===== src/rtl/iter_muldiv_pkg.sv =====
// Shared select/operation codes for the iterative multiply/divide unit,
// plus small decode helpers used by the unit and its bench.
package iter_muldiv_pkg;

  localparam logic [3:0] SELECT_LO = 4'd0;
  localparam logic [3:0] SELECT_HI = 4'd1;
  localparam logic [3:0] MUL       = 4'd2;
  localparam logic [3:0] MULU      = 4'd3;
  localparam logic [3:0] DIV       = 4'd4;
  localparam logic [3:0] DIVU      = 4'd5;
  localparam logic [3:0] MADD      = 4'd6;
  localparam logic [3:0] MADDU     = 4'd7;
  localparam logic [3:0] MSUB      = 4'd8;
  localparam logic [3:0] MSUBU     = 4'd9;

  function automatic logic is_op(input logic [3:0] s);
    return (s >= MUL) && (s <= MSUBU);
  endfunction

  function automatic logic is_div_op(input logic [3:0] s);
    return (s == DIV) || (s == DIVU);
  endfunction

  function automatic logic is_signed_op(input logic [3:0] s);
    return (s == MUL) || (s == DIV) || (s == MADD) || (s == MSUB);
  endfunction

endpackage


===== src/rtl/muldiv_step.sv =====
// One iteration of the magnitude datapath: a shift-add multiply step or a
// restoring-divide step on the {hi, lo} working pair.
module muldiv_step #(
  parameter int WIDTH = 32
) (
  input  logic             is_div,
  input  logic [WIDTH-1:0] hi_in,
  input  logic [WIDTH-1:0] lo_in,
  input  logic [WIDTH-1:0] opnd,
  output logic [WIDTH-1:0] hi_out,
  output logic [WIDTH-1:0] lo_out
);

  logic [WIDTH:0] sum;
  logic [WIDTH:0] rem_s;
  logic [WIDTH:0] diff;

  always_comb begin
    sum   = {1'b0, hi_in} + (lo_in[0] ? {1'b0, opnd} : '0);
    rem_s = {hi_in, lo_in[WIDTH-1]};
    diff  = rem_s - {1'b0, opnd};
    if (is_div) begin
      // Borrow out of the trial subtract means the divisor did not fit: restore.
      if (diff[WIDTH]) begin
        hi_out = rem_s[WIDTH-1:0];
        lo_out = {lo_in[WIDTH-2:0], 1'b0};
      end else begin
        hi_out = diff[WIDTH-1:0];
        lo_out = {lo_in[WIDTH-2:0], 1'b1};
      end
    end else begin
      hi_out = sum[WIDTH:1];
      lo_out = {sum[0], lo_in[WIDTH-1:1]};
    end
  end

endmodule


===== src/rtl/iter_muldiv.sv =====
// Iterative HI/LO multiply/divide unit: one bit per cycle on magnitudes,
// signs and accumulate applied in a final FIX cycle.
module iter_muldiv
  import iter_muldiv_pkg::*;
#(
  parameter int WIDTH = 32
) (
  input  logic             clk,
  input  logic             rst,
  input  logic             req,
  input  logic             start,
  input  logic             WE,
  input  logic [3:0]       sel,
  input  logic [WIDTH-1:0] A,
  input  logic [WIDTH-1:0] B,
  output logic             busy,
  output logic [WIDTH-1:0] C,
  output logic [1:0]       dbg_state
);

  localparam int CNT_W = $clog2(WIDTH) + 1;

  typedef enum logic [1:0] {
    IDLE = 2'd0,
    RUN  = 2'd1,
    FIX  = 2'd2
  } state_t;

  state_t             state, state_nxt;
  logic [CNT_W-1:0]   cnt;
  logic [WIDTH-1:0]   hi, lo;
  logic [WIDTH-1:0]   work_hi, work_lo, opnd;
  logic [WIDTH-1:0]   step_hi, step_lo;
  logic [3:0]         op;
  logic               sign_a, sign_b;
  logic               accept, wr_ok, neg;
  logic [WIDTH-1:0]   a_mag, b_mag, quo, rem;
  logic [2*WIDTH-1:0] prod, result;

  // Handshake: one idle cycle with !req samples WE (priority) or start;
  // anything presented while busy is dropped, never queued.
  assign wr_ok  = (state == IDLE) && !req && WE;
  assign accept = (state == IDLE) && !req && start && !WE && is_op(sel);

  assign busy      = (state != IDLE);
  assign dbg_state = state;
  assign C = busy                ? '0 :
             (sel == SELECT_LO)  ? lo :
             (sel == SELECT_HI)  ? hi : '0;

  assign a_mag = (is_signed_op(sel) && A[WIDTH-1]) ? -A : A;
  assign b_mag = (is_signed_op(sel) && B[WIDTH-1]) ? -B : B;
  assign neg   = is_signed_op(op) && (sign_a ^ sign_b);

  muldiv_step #(.WIDTH(WIDTH)) u_step (
    .is_div (is_div_op(op)),
    .hi_in  (work_hi),
    .lo_in  (work_lo),
    .opnd   (opnd),
    .hi_out (step_hi),
    .lo_out (step_lo)
  );

  always_ff @(posedge clk or posedge rst) begin
    if (rst) state <= IDLE;
    else     state <= state_nxt;
  end

  always_comb begin
    state_nxt = state;
    case (state)
      IDLE:    if (accept) state_nxt = RUN;
      RUN:     if (cnt == CNT_W'(WIDTH - 1)) state_nxt = FIX;
      FIX:     state_nxt = IDLE;
      default: state_nxt = IDLE;
    endcase
  end

  // Sign fix-up and accumulate; a zero divisor forces an all-ones quotient
  // while the remainder path already reproduces the dividend.
  always_comb begin
    prod = neg ? -{work_hi, work_lo} : {work_hi, work_lo};
    quo  = neg ? -work_lo : work_lo;
    rem  = sign_a ? -work_hi : work_hi;
    if (opnd == '0) quo = '1;
    case (op)
      MUL, MULU:   result = prod;
      MADD, MADDU: result = {hi, lo} + prod;
      MSUB, MSUBU: result = {hi, lo} - prod;
      DIV, DIVU:   result = {rem, quo};
      default:     result = {hi, lo};
    endcase
  end

  always_ff @(posedge clk or posedge rst) begin
    if (rst) begin
      hi      <= '0;
      lo      <= '0;
      work_hi <= '0;
      work_lo <= '0;
      opnd    <= '0;
      op      <= '0;
      sign_a  <= 1'b0;
      sign_b  <= 1'b0;
      cnt     <= '0;
    end else begin
      case (state)
        IDLE: begin
          if (wr_ok && sel == SELECT_LO) lo <= A;
          if (wr_ok && sel == SELECT_HI) hi <= A;
          if (accept) begin
            op      <= sel;
            sign_a  <= is_signed_op(sel) & A[WIDTH-1];
            sign_b  <= is_signed_op(sel) & B[WIDTH-1];
            cnt     <= '0;
            work_hi <= '0;
            work_lo <= is_div_op(sel) ? a_mag : b_mag;
            opnd    <= is_div_op(sel) ? b_mag : a_mag;
          end
        end
        RUN: begin
          work_hi <= step_hi;
          work_lo <= step_lo;
          cnt     <= cnt + CNT_W'(1);
        end
        FIX: begin
          {hi, lo} <= result;
          cnt      <= '0;
        end
        default: ;
      endcase
    end
  end

endmodule

===== config.mk =====
export PLATFORM = sky130hd
export DESIGN_NAME = iter_muldiv
export DESIGN_NICKNAME = d
export VERILOG_FILES = /design/src/rtl/iter_muldiv_pkg.sv /design/src/rtl/muldiv_step.sv /design/src/rtl/iter_muldiv.sv
export SDC_FILE = /design/constraint.sdc
export NUM_CORES = 1
export LEC_CHECK = 0
export BUFFER_PORTS_ARGS = -buffer_cell sky130_fd_sc_hd__buf_2
export CORE_MARGIN = 1
export CORE_UTILIZATION = 68
export CTS_BUF_LIST = sky130_fd_sc_hd__clkbuf_16
export CTS_CLUSTER_DIAMETER = 200
export CTS_CLUSTER_SIZE = 28
export DETAILED_ROUTE_END_ITERATION = 8
export PLACE_DENSITY_LB_ADDON = 0.12
export SKIP_CTS_REPAIR_TIMING = 1
export SLEW_MARGIN = 5
export SYNTH_ARGS = -nofsm -noshare
export SYNTH_HDL_FRONTEND = slang
export SYNTH_HIERARCHICAL = 1
export SYNTH_SLANG_ARGS = --single-unit

===== constraint.sdc =====
create_clock -name clk -period 12.3 [get_ports clk]
set_input_delay 0.615 -clock clk [delete_from_list [all_inputs] [get_ports clk]]
set_output_delay 0.615 -clock clk [all_outputs]
set_load 0.05 [all_outputs]

==> flow_summary.toml <==
[cts]
clockBufferDepth = 2
numCtsBuffers = 17
clk_latency_ns = 0.49
cts_max_level = 4
cts_root_buffer = "clkbuf_16"
clock-sinks = 174
cts_tree = "done"
clkTransAtPathRegs_ns = 0.09

[yosys]
ys_types = 98
synth_seq_cells = 174
syn-num-nets = 3365
synthTopCellsByCount = "nand2_1 (345), nor2_1 (318), a21oi_1 (293)"
synth_top_family_by_area = "compound AO/OA/AOI/OAI gates"
yosysMostFrequentCell = "nand2_1"
ys_seq_area_frac = 0.191
synth_compound_area_frac = 0.288
synth.top_cells.by_area = "dfrtp_1 (19%), ha_1 (7.3%), a21oi_1 (6.4%)"
synth_cells = 3156
synth-edff-count = 0
synth_async_sr_flop_share = 1.00
synthFlopType = "dfrtp_1"
synth-simple-area-share = 0.235
syn_area_per_cell_um2 = 7.23
yosysWarnings = 6
synth_top_cell_by_area = "dfrtp_1"
syn_area_um2 = 22800
yosys.area_share.adder = 0.0756
synth.mux.area_fraction = 0.0339
synth-xor-area-share = 0.124
synth_top_area_share = 0.191

[worst_setup_path]
path_class = "reg -> reg"
path_max_fanout = 40
cp_num_buf_inv = 1
slowest_delay_ns = 0.82
cp.required_ns = 12.74
rr_endpoint = "hi[29]"
crit_family = "simple AND/OR/NAND/NOR gates"
worst_path_max_delay_cell = "dfrtp_1"
r2r_slack_ns = 4.07
reg2regPathDepth = 24
worst_setup_path_end_kind = "register"
endpoint = "hi[29]"
start_kind = "register"
cp_num_cells = 24
timing.rr.start = "work_lo[0]"
crit_start = "work_lo[0]"
path_cells = "inv_1 -> ha_1 -> nor4b_2 -> nand2_1 -> nor3_1 -> o21ai_2 -> a2111oi_4 -> nand4_2 -> or4_4 -> and2_4 -> xnor2_1 -> ha_1 -> and4_1 -> nand4_1 -> nor4_1 -> o311a_1 -> nor3_1 -> o31ai_1 -> a21oi_1 -> o21ai_0 -> a21oi_1 -> or3b_2 -> a31oi_1 -> a211o_1"
cp.arrival_ns = 8.67

[detailed_routing]
vias_per_cell = 7.27
first_iter_violations = 4250
drc = 0
ant_nets = 0
post_drt_wl_per_cell_um = 25.4
drt-total-wl_mm = 90.1
vias = 25800
first_pass_iters = 8

[sta]
setup_tns_ns = 0
drv_slew = 0
hold_viol_final = 0
min_period_ns = 8.23
setup_viol = 0
fmax_mhz = 121
timing.hold.ws_ns = 0.189
worst_pin_slew_ns = 1.26
clock_skew_ns = 0.0166
slew_headroom = 0.160
period_share = 0.669
rsz0062_at_grt = "false"

[pwr]
leakagePower_nw = 10.0
powerDensity_nw_per_um2 = 329
ir_drop_mv = 0.214

[final_layout]
fillers = 2617
final-seq-area_um2 = 4350
synthToLayoutAreaGrowth_pct = 4.70
nets = 3303
drive_gt1_frac = 0.0875
multiInputGateArea_um2 = 17300

[placement]
gp_congestion = 1.09
dp_hpwl_mm = 66.5
port_buffers = 107

[grt]
antenna_found_initial = 5
grt_pass1_vias = 23200
grt_max_degree = 98
grt_first_pass_wirelength_mm = 136
overflow = 0
grt_use_total = 0.523

[die]
start_util = 0.696
core_um2 = 32800
io_pins = 108
die_y_um = 185
die_w_um = 185
rows = 66
dieArea_um2 = 34300

[min_path]
hold_class = "in -> async"

[run_status]
status = "finished, final reports clean"

[run]
drv_cap = 0
cell usage in the layout, fill, tap and decap left out, types with 50 or more instances in the layout:
cell,Yosys,final
a21o_1,60,59
nor3_1,87,86
and2_1,62,60
nand2_1,345,343
buf_2,19,107
nand3_1,50,50
ha_1,133,133
nor2_1,318,315
a21oi_1,293,291
dfrtp_1,174,174
o21ai_0,280,280
xnor2_1,161,161
a22oi_1,63,63
xor2_1,161,161
inv_1,81,80
layout make-up:
cell class,count,area share
repair buffers,131,0.0300
clock buffers,17,0.0178
clock inverters,15,0.00744
flip-flops and latches,174,0.182
diodes,1,0.000105
inverters,82,0.0131
well taps,442,0.0232
multi-input cells,2688,0.726
per-layer routing:
layer	part of all wire	global-route usage	vias to the layer above
met5	0.00036	0	-
met4	0.078	0.334	4
li1	-	-	11300
met3	0.16	0.207	505
met2	0.40	0.733	2151
met1	0.37	0.664	11800
how the worst min path moves through the flow:
stage               startpoint  endpoint  slack (ns)  cells past startpoint
finish                     rst    hi[25]        0.19                      2
global route               rst    hi[25]        0.24                      2
CTS                        rst    hi[25]        0.21                      2
detailed placement      lo[12]    lo[12]        0.52                      2
global placement        lo[10]    lo[10]        0.50                      2
floorplan               sign_b    sign_b        0.47                      2
stage by stage:
step | util | std cells | total power (W) | setup slack (ns) | instance area [µm²]
global route | 0.729 | 3549 | 0.00831 | 3.55 | 23900
floorplan | - | 3156 | 0.00550 | 5.63 | 22800
CTS | 0.729 | 3549 | 0.00755 | 4.31 | 23900
detailed placement | 0.710 | 3517 | 0.00690 | 4.38 | 23300
finish | 0.729 | 3550 | 0.00787 | 4.07 | 23900
global placement | 0.710 | 3517 | 0.00676 | 4.52 | 23300
flip-flops by register name, summed over array words and instances, names as in the netlist:
signal     cells
cnt            6
lo            32
work_hi       32
opnd          32
sign_a         1
sign_b         1
hi            32
op             4
dbg_state      2
work_lo       32
power by group:
group / switching (W) / internal [W] / total (W)
sequential: 0.000617 / 0.000805 / 0.00142
clock: 0.000304 / 0.000291 / 0.000595
combinational: 0.00360 / 0.00225 / 0.00585
kinds of logic (layout without fill, tap and decap cells):
| kind of cell | count (synthesis) | count (layout) |
|---|---|---|
| AND/OR/NAND/NOR | 1117 | 1117 |
| buffers and inverters | 294 | 245 |
| flip-flops | 174 | 174 |
| other | 0 | 1 |
| adder cells (fa/ha/maj) | 136 | 136 |
| XOR/XNOR | 323 | 323 |
| AO/OA/AOI/OAI | 1039 | 1039 |
| multiplexers | 73 | 73 |
No activity file was read; power rests on OpenSTA's default activity.
